`config.mk`:
```
export PLATFORM = sky130hd
export DESIGN_NAME = prime_scanner
export DESIGN_NICKNAME = d
export VERILOG_FILES = /design/src/rtl/prime_scanner.sv
export SDC_FILE = /design/constraint.sdc
export NUM_CORES = 1
export LEC_CHECK = 0
export BUFFER_PORTS_ARGS = -buffer_cell sky130_fd_sc_hd__buf_4
export CAP_MARGIN = 20
export CELL_PAD_IN_SITES_DETAIL_PLACEMENT = 1
export CELL_PAD_IN_SITES_GLOBAL_PLACEMENT = 1
export CORE_ASPECT_RATIO = 0.6
export CORE_MARGIN = 3
export CORE_UTILIZATION = 42
export DETAILED_ROUTE_END_ITERATION = 16
export PLACE_DENSITY = 0.89
export SLEW_MARGIN = 15
export SYNTH_ARGS = -nofsm -noshare
export SYNTH_HDL_FRONTEND = slang
export SYNTH_SLANG_ARGS = --single-unit
```
`constraint.sdc`:
```
create_clock -name clk -period 4.5 [get_ports clk]
set_input_delay 0.225 -clock clk [delete_from_list [all_inputs] [get_ports clk]]
set_output_delay 0.225 -clock clk [all_outputs]
set_load 0.05 [all_outputs]
```
`src/rtl/prime_scanner.sv`:
```
// prime_scanner: sweeps a 4-bit candidate range [lo, hi] through the 4-bit
// prime detector and streams each prime on a valid/ready handshake. A
// one-cycle done pulse carrying the transfer count closes every sweep.
module prime_scanner #(
    parameter int INCLUDE_ONE = 1
) (
    input  logic       clk,
    input  logic       reset,
    input  logic       start,
    input  logic [3:0] lo,
    input  logic [3:0] hi,
    input  logic       abort,
    output logic       busy,
    output logic       out_valid,
    output logic [3:0] out_data,
    input  logic       out_ready,
    output logic       done,
    output logic [3:0] count
);

    typedef enum logic [1:0] {
        IDLE = 2'd0,
        SCAN = 2'd1,
        EMIT = 2'd2,
        DONE = 2'd3
    } state_t;

    state_t     state;
    state_t     state_nx;

    // Candidate is one bit wider than the range so that hi=15 can be
    // compared against without the counter wrapping back to 0.
    logic [4:0] cand;
    logic [4:0] cand_nx;
    logic [3:0] end_q;
    logic [3:0] end_nx;
    logic [3:0] count_nx;
    logic [3:0] data_nx;

    logic       cand_prime;
    logic       at_end;

    // Detector-compatible prime set {1,2,3,5,7,11,13}; 1 is optional.
    function automatic logic is_prime(input logic [3:0] v);
        logic p;
        case (v)
            4'd1:    p = (INCLUDE_ONE != 0);
            4'd2,
            4'd3,
            4'd5,
            4'd7,
            4'd11,
            4'd13:   p = 1'b1;
            default: p = 1'b0;
        endcase
        return p;
    endfunction

    // Only the low nibble is tested; cand[4] stays clear in a legal sweep.
    assign cand_prime = is_prime(cand[3:0]);
    assign at_end     = (cand == {1'b0, end_q});

    // Outputs decode directly from the registered state, so an async reset
    // clears them immediately and they never glitch on input changes.
    assign busy      = (state == SCAN) || (state == EMIT);
    assign out_valid = (state == EMIT);
    assign done      = (state == DONE);

    // State and sweep registers; everything clears on async reset.
    always_ff @(posedge clk or posedge reset) begin
        if (reset) begin
            state    <= IDLE;
            cand     <= 5'd0;
            end_q    <= 4'd0;
            count    <= 4'd0;
            out_data <= 4'd0;
        end else begin
            state    <= state_nx;
            cand     <= cand_nx;
            end_q    <= end_nx;
            count    <= count_nx;
            out_data <= data_nx;
        end
    end

    // Next-state and datapath updates; abort overrides every transition
    // and leaves count at its partial value.
    always_comb begin
        state_nx = state;
        cand_nx  = cand;
        end_nx   = end_q;
        count_nx = count;
        data_nx  = out_data;

        if (abort) begin
            // A transfer coinciding with abort is deliberately not counted.
            state_nx = IDLE;
        end else begin
            case (state)
                IDLE: begin
                    if (start) begin
                        count_nx = 4'd0;
                        if (lo <= hi) begin
                            state_nx = SCAN;
                            cand_nx  = {1'b0, lo};
                            end_nx   = hi;
                        end else begin
                            // Empty range: report an immediate zero-count sweep.
                            state_nx = DONE;
                        end
                    end
                end

                SCAN: begin
                    if (cand_prime) begin
                        state_nx = EMIT;
                        data_nx  = cand[3:0];
                    end else if (at_end) begin
                        state_nx = DONE;
                    end else begin
                        cand_nx = cand + 5'd1;
                    end
                end

                EMIT: begin
                    // out_data is only rewritten in SCAN, so it holds under backpressure.
                    if (out_ready) begin
                        count_nx = count + 4'd1;
                        if (at_end) begin
                            state_nx = DONE;
                        end else begin
                            state_nx = SCAN;
                            cand_nx  = cand + 5'd1;
                        end
                    end
                end

                DONE: begin
                    state_nx = IDLE;
                end

                default: begin
                    state_nx = IDLE;
                end
            endcase
        end
    end

endmodule

```
== Yosys cells after proc, flatten, opt, wreduce, memory -nomap -nowiden ==
Cells that the tools add are included.
Widths: inputs -> output; s select.
Word-level totals
  logic and storage cells: 55
  output and inout port bits: 11
  bits in registers: 19
  input bits: 13
Cells by class
  eq/ne operators: 18
  multiplexer cells: 18
  add/sub/neg operators: 2
  reduce and logical (&&, ||, !) cells: 10
  order comparisons: 1
  bitwise operators: 1
Operators with widths (count)
  $mux 5: 5
  $pmux 5 s3: 1
  $mux 2: 7
  $eq 4x2->1 const B: 2
  $eq 4x3->1 const B: 2
  $eq 4x4->1 const B: 2
  $mux 4: 2
  $pmux 2 s4: 1
  $pmux 4 s2: 1
  $reduce_and 4->1: 2
  $reduce_or 7->1: 1
  $ne 2x2->1 const B: 3
  $reduce_and 3->1: 2
  $reduce_and 6->1: 1
  $add 5x1->5 const B: 1
  $eq 5x4->1: 1
  $add 4x1->4 const B: 1
  $eq 2x2->1 const B: 2
  $eq 4x1->1 const B: 1
  $le 4x4->1: 1
  $ne 4x4->1 const B: 1
  $ne 3x2->1 const B: 1
  $ne 3x3->1 const B: 1
  $reduce_bool 3->1: 1
  other kinds (7): 7

== Longest topological paths before layout ==
  depth in word-level cells: 6
  depth in mapped cells: 8
  mapped depth without buffers: 7

== Worst setup path after synthesis ==
OpenSTA, ideal clock, no wires.
  kind: register to register
  start point: reg state[0]
  end point: reg cand[2]
  setup time: 0.124 ns
  data required time: 4.376 ns
  arrival: 2.304 ns
  clock period less this slack: 2.428 ns
  buffers on the path: 2
  setup slack: 2.072 ns
  cell stages (with the launch flop): 9
  cells stage by stage: dfrtp_1 > inv_1 > ha_1 > buf_2 > a221o_1 > a211o_1 > buf_6 > or2_1 > a211o_1
Between the ends
  longest elaborated chain between the ends: 3
  elaborated cells on any way between the ends: 10
  classes of those cells: 6 x eq/ne; 1 x mux; 3 x reduce/logical
Ends and longest elaborated chain
  from (decl): line 28  | state_t state;
  from (signal assigned): line 78  | state <= state_nx;
  $eq 2x2->1 *
  via out_valid: line 14  | output logic out_valid,
  $ne 2x1->1 (no source line) / $reduce_bool 3->1 (equally long branches)
  $reduce_and 6->1 (no source line)
  to (signal assigned): line 79  | cand <= cand_nx;
  to (decl): line 33  | logic [4:0] cand;
The timed path passes the listed nets; every way through them passes the cells marked *.
A chain may end at the register's enable or synchronous reset.

== Worst setup path after layout ==
  start point: reg state[0]
  end point: reg cand[2]
Between the ends
  longest elaborated chain between the ends: 3
  elaborated cells on any way between the ends: 10
  classes of those cells: 6 x eq/ne; 1 x mux; 3 x reduce/logical
Ends and longest elaborated chain
  $eq 2x1->1 (tied with other cells): line 99  | case (state)
  $ne 2x2->1 (no source line) (tied with other cells)
  $reduce_and 6->1 (no source line)
Parallel ways exist; a longest one is shown, timed or not.

==> results.json <==
{
  "drt_iter0_markers": 71,
  "die_x_um": 78.5,
  "ys_seq_elements": 19,
  "synth_flop_cell": "dfrtp_1",
  "setup_viol": 0,
  "crit_required_ns": 4.65,
  "path_cells": "inv_1, ha_1, a221o_1, a211o_1, or2_1, a211o_1",
  "stdcell_count": 201,
  "maxCapViolations": 0,
  "synth_top_area_share_pct": 35.8,
  "tightest_slew_ns": 0.765,
  "routed_wirelength_um": 3390,
  "power_leakage_nw": 0.748,
  "slew_headroom_pct": 48.9,
  "cts_max_level": 1,
  "nFillCells": 358,
  "core_um2": 2950,
  "finalSetupTns_ns": 0,
  "arrival_ns": 2.48,
  "path_buf_inv": 1,
  "rsz0062_at_grt": "no",
  "path_clk_slew_ns": 0.08,
  "start_util_pct": 45.0,
  "synth_area_um2": 1330,
  "skew_ns": 0.00779,
  "gp_congestion": 0.862,
  "num-nets-final": 185,
  "cts_hold_buf": 0,
  "die_h_um": 49.5,
  "crit_top_cell": "a211o_1",
  "clockRootBuffer": "clkbuf_8",
  "synth_cell_types": 44,
  "cp-end-kind": "flop",
  "clk_path_buf_depth": 2,
  "num_io_pins": 24,
  "ys_seq_area_share_pct": 35.8,
  "dp_hpwl_um": 2650,
  "post_drt_via_cell_ratio": 5.75,
  "syn_nets": 164,
  "place_area_um2": 1510,
  "die_area_um2": 3890,
  "worstPathMaxFanout": 11,
  "final_common_cell": "buf_4",
  "hold_viol_final": 0,
  "power_density_nw_per_um2": 703,
  "num_vias": 1156,
  "outcome": "finished, final reports clean",
  "cp_top_family": "compound AO/OA/AOI/OAI gates",
  "cts_made_buffers": 3,
  "layout-drive-gt1-share_pct": 20.8,
  "cp-start-kind": "flop",
  "cpPeakStageDelay_ns": 0.42,
  "r2r_start": "state[0]$_DFFE_PP0P_",
  "clk_latency_ns": 0.26,
  "cts.repair.resized": 0,
  "wl_per_cell_um": 16.8,
  "yosysWarnings": 0,
  "grt_usage_pct": 18.7,
  "grt_overflow": 0,
  "finalCriticalPeriod_ns": 2.33,
  "final_cell_area_um2": 1550,
  "port_buffers": 23,
  "critPathCapture": "cand[2]$_DFFE_PP0P_",
  "syn_to_final_growth_pct": 17.2,
  "fmax_mhz": 429,
  "multi_input_area_um2": 747,
  "reg2reg_depth": 6,
  "synth.largest_area_cell": "dfrtp_1",
  "syn_avg_cell_area_um2": 9.54,
  "ant_nets": 0,
  "synth_cells": 139,
  "mostFrequentLayoutCells": "buf_4 (23), dfrtp_1 (19), inv_1 (16)",
  "clock-sinks": 19,
  "antenna_cells": 0,
  "startpoint": "state[0]$_DFFE_PP0P_",
  "dr.pass1.iters": 4,
  "r2r_end": "cand[2]$_DFFE_PP0P_",
  "final_util_pct": 52.7,
  "hold_slack_ns": 0.102,
  "crit_path_top_delay_cell": "dfrtp_1",
  "drc": 0,
  "ir_drop_v": 0.000239,
  "grt_pass1_vias": 1159,
  "rrSetupSlack_ns": 2.17,
  "asyncSetResetFlopFracSynth_pct": 100,
  "cts_tree": "done",
  "grt_pass1_wl_um": 5780,
  "critPathKind": "reg2reg",
  "place_inst": 197,
  "regArea_um2": 475,
  "worst-path-stages": 6,
  "slew_viol_final": 0,
  "yosys-top-cells-area": "dfrtp_1 (36%), ha_1 (11%), mux2_2 (5.1%)",
  "synth-edff-count": 0,
  "antenna_found_initial": 0,
  "rows": 15,
  "post-cts-setup-buffers": 0,
  "grt_max_degree": 20,
  "post-route-period-util_pct": 51.7,
  "min_path_type": "in2async"
}
-- area by class of cell --
| type | instances | area share (%) |
|---|---|---|
| clock buffers | 3 | 2.66 |
| clock inverters | 1 | 0.322 |
| inverters | 16 | 3.86 |
| multi-input cells | 97 | 48.1 |
| flip-flops and latches | 19 | 30.6 |
| well taps | 42 | 3.38 |
| repair buffers | 23 | 11.1 |
-- metal layers --
metal | vias up | GRT usage [%] | part of all wire [%]
met3 | 2 | 5.29 | 6.0
met2 | 36 | 27.2 | 43
met5 | - | 0 | 0
li1 | 547 | - | -
met1 | 571 | 28.6 | 50
met4 | 0 | 1.16 | 0.21
-- power breakdown --
part	total (mW)	switching, mW	leakage, nW	internal, mW
Clock	0.122	0.0601	0.0255	0.0616
Combinational	0.640	0.405	0.482	0.235
Sequential	0.331	0.0900	0.240	0.241
-- worst reg2reg max path, delay by kind of cell (launching register included) --
family	cells	cell delay, ns
buffers and inverters	1	0.09
DFF	1	0.42
AOI/OAI and AO/OA	3	1.07
adders and majority gates	1	0.34
and+or+nand+nor	1	0.30
-- worst min-delay path by stage --
stage	depth (start not counted)	end	startpoint
after global routing	2	state[0]$_DFFE_PP0P_	reset
after floorplan	1	cand[0]$_DFFE_PP0P_	reset
after detailed placement	2	state[0]$_DFFE_PP0P_	reset
final	2	state[0]$_DFFE_PP0P_	reset
after CTS	2	state[0]$_DFFE_PP0P_	reset
after global placement	2	state[1]$_DFFE_PP0P_	reset
-- cells by family after synthesis --
logic type / after synthesis / share of synthesized area, %
AO/OA/AOI/OAI: 33 / 18.8
XOR/XNOR: 4 / 2.64
adder cells (fa/ha/maj): 12 / 11.3
buffers and inverters: 23 / 7.83
flip-flops: 19 / 35.8
multiplexers: 10 / 8.30
AND/OR/NAND/NOR: 38 / 15.3
-- synthesized netlist by cell type (4+ instances only) --
master	n
nand3_1	4
dfrtp_1	19
ha_1	12
mux2_2	6
nor2_1	4
o21ai_0	6
xor2_1	4
inv_1	16
nand2_1	11
-- state kept, by name (all words and copies together) (netlist names) --
name and flops:
cand 5, count 4, end_q 4, out_data 4, state 2
-- through the flow --
| stage | setup WS (ns) | power (mW) |
|---|---|---|
| after floorplan | 2.07 | 0.810 |
| after global placement | 2.30 | 0.945 |
| after detailed placement | 2.20 | 0.966 |
| after CTS | 2.18 | 1.09 |
| after global routing | 2.04 | 1.18 |
| final | 2.17 | 1.09 |
Note: power is estimated with default switching activity, not from simulation.
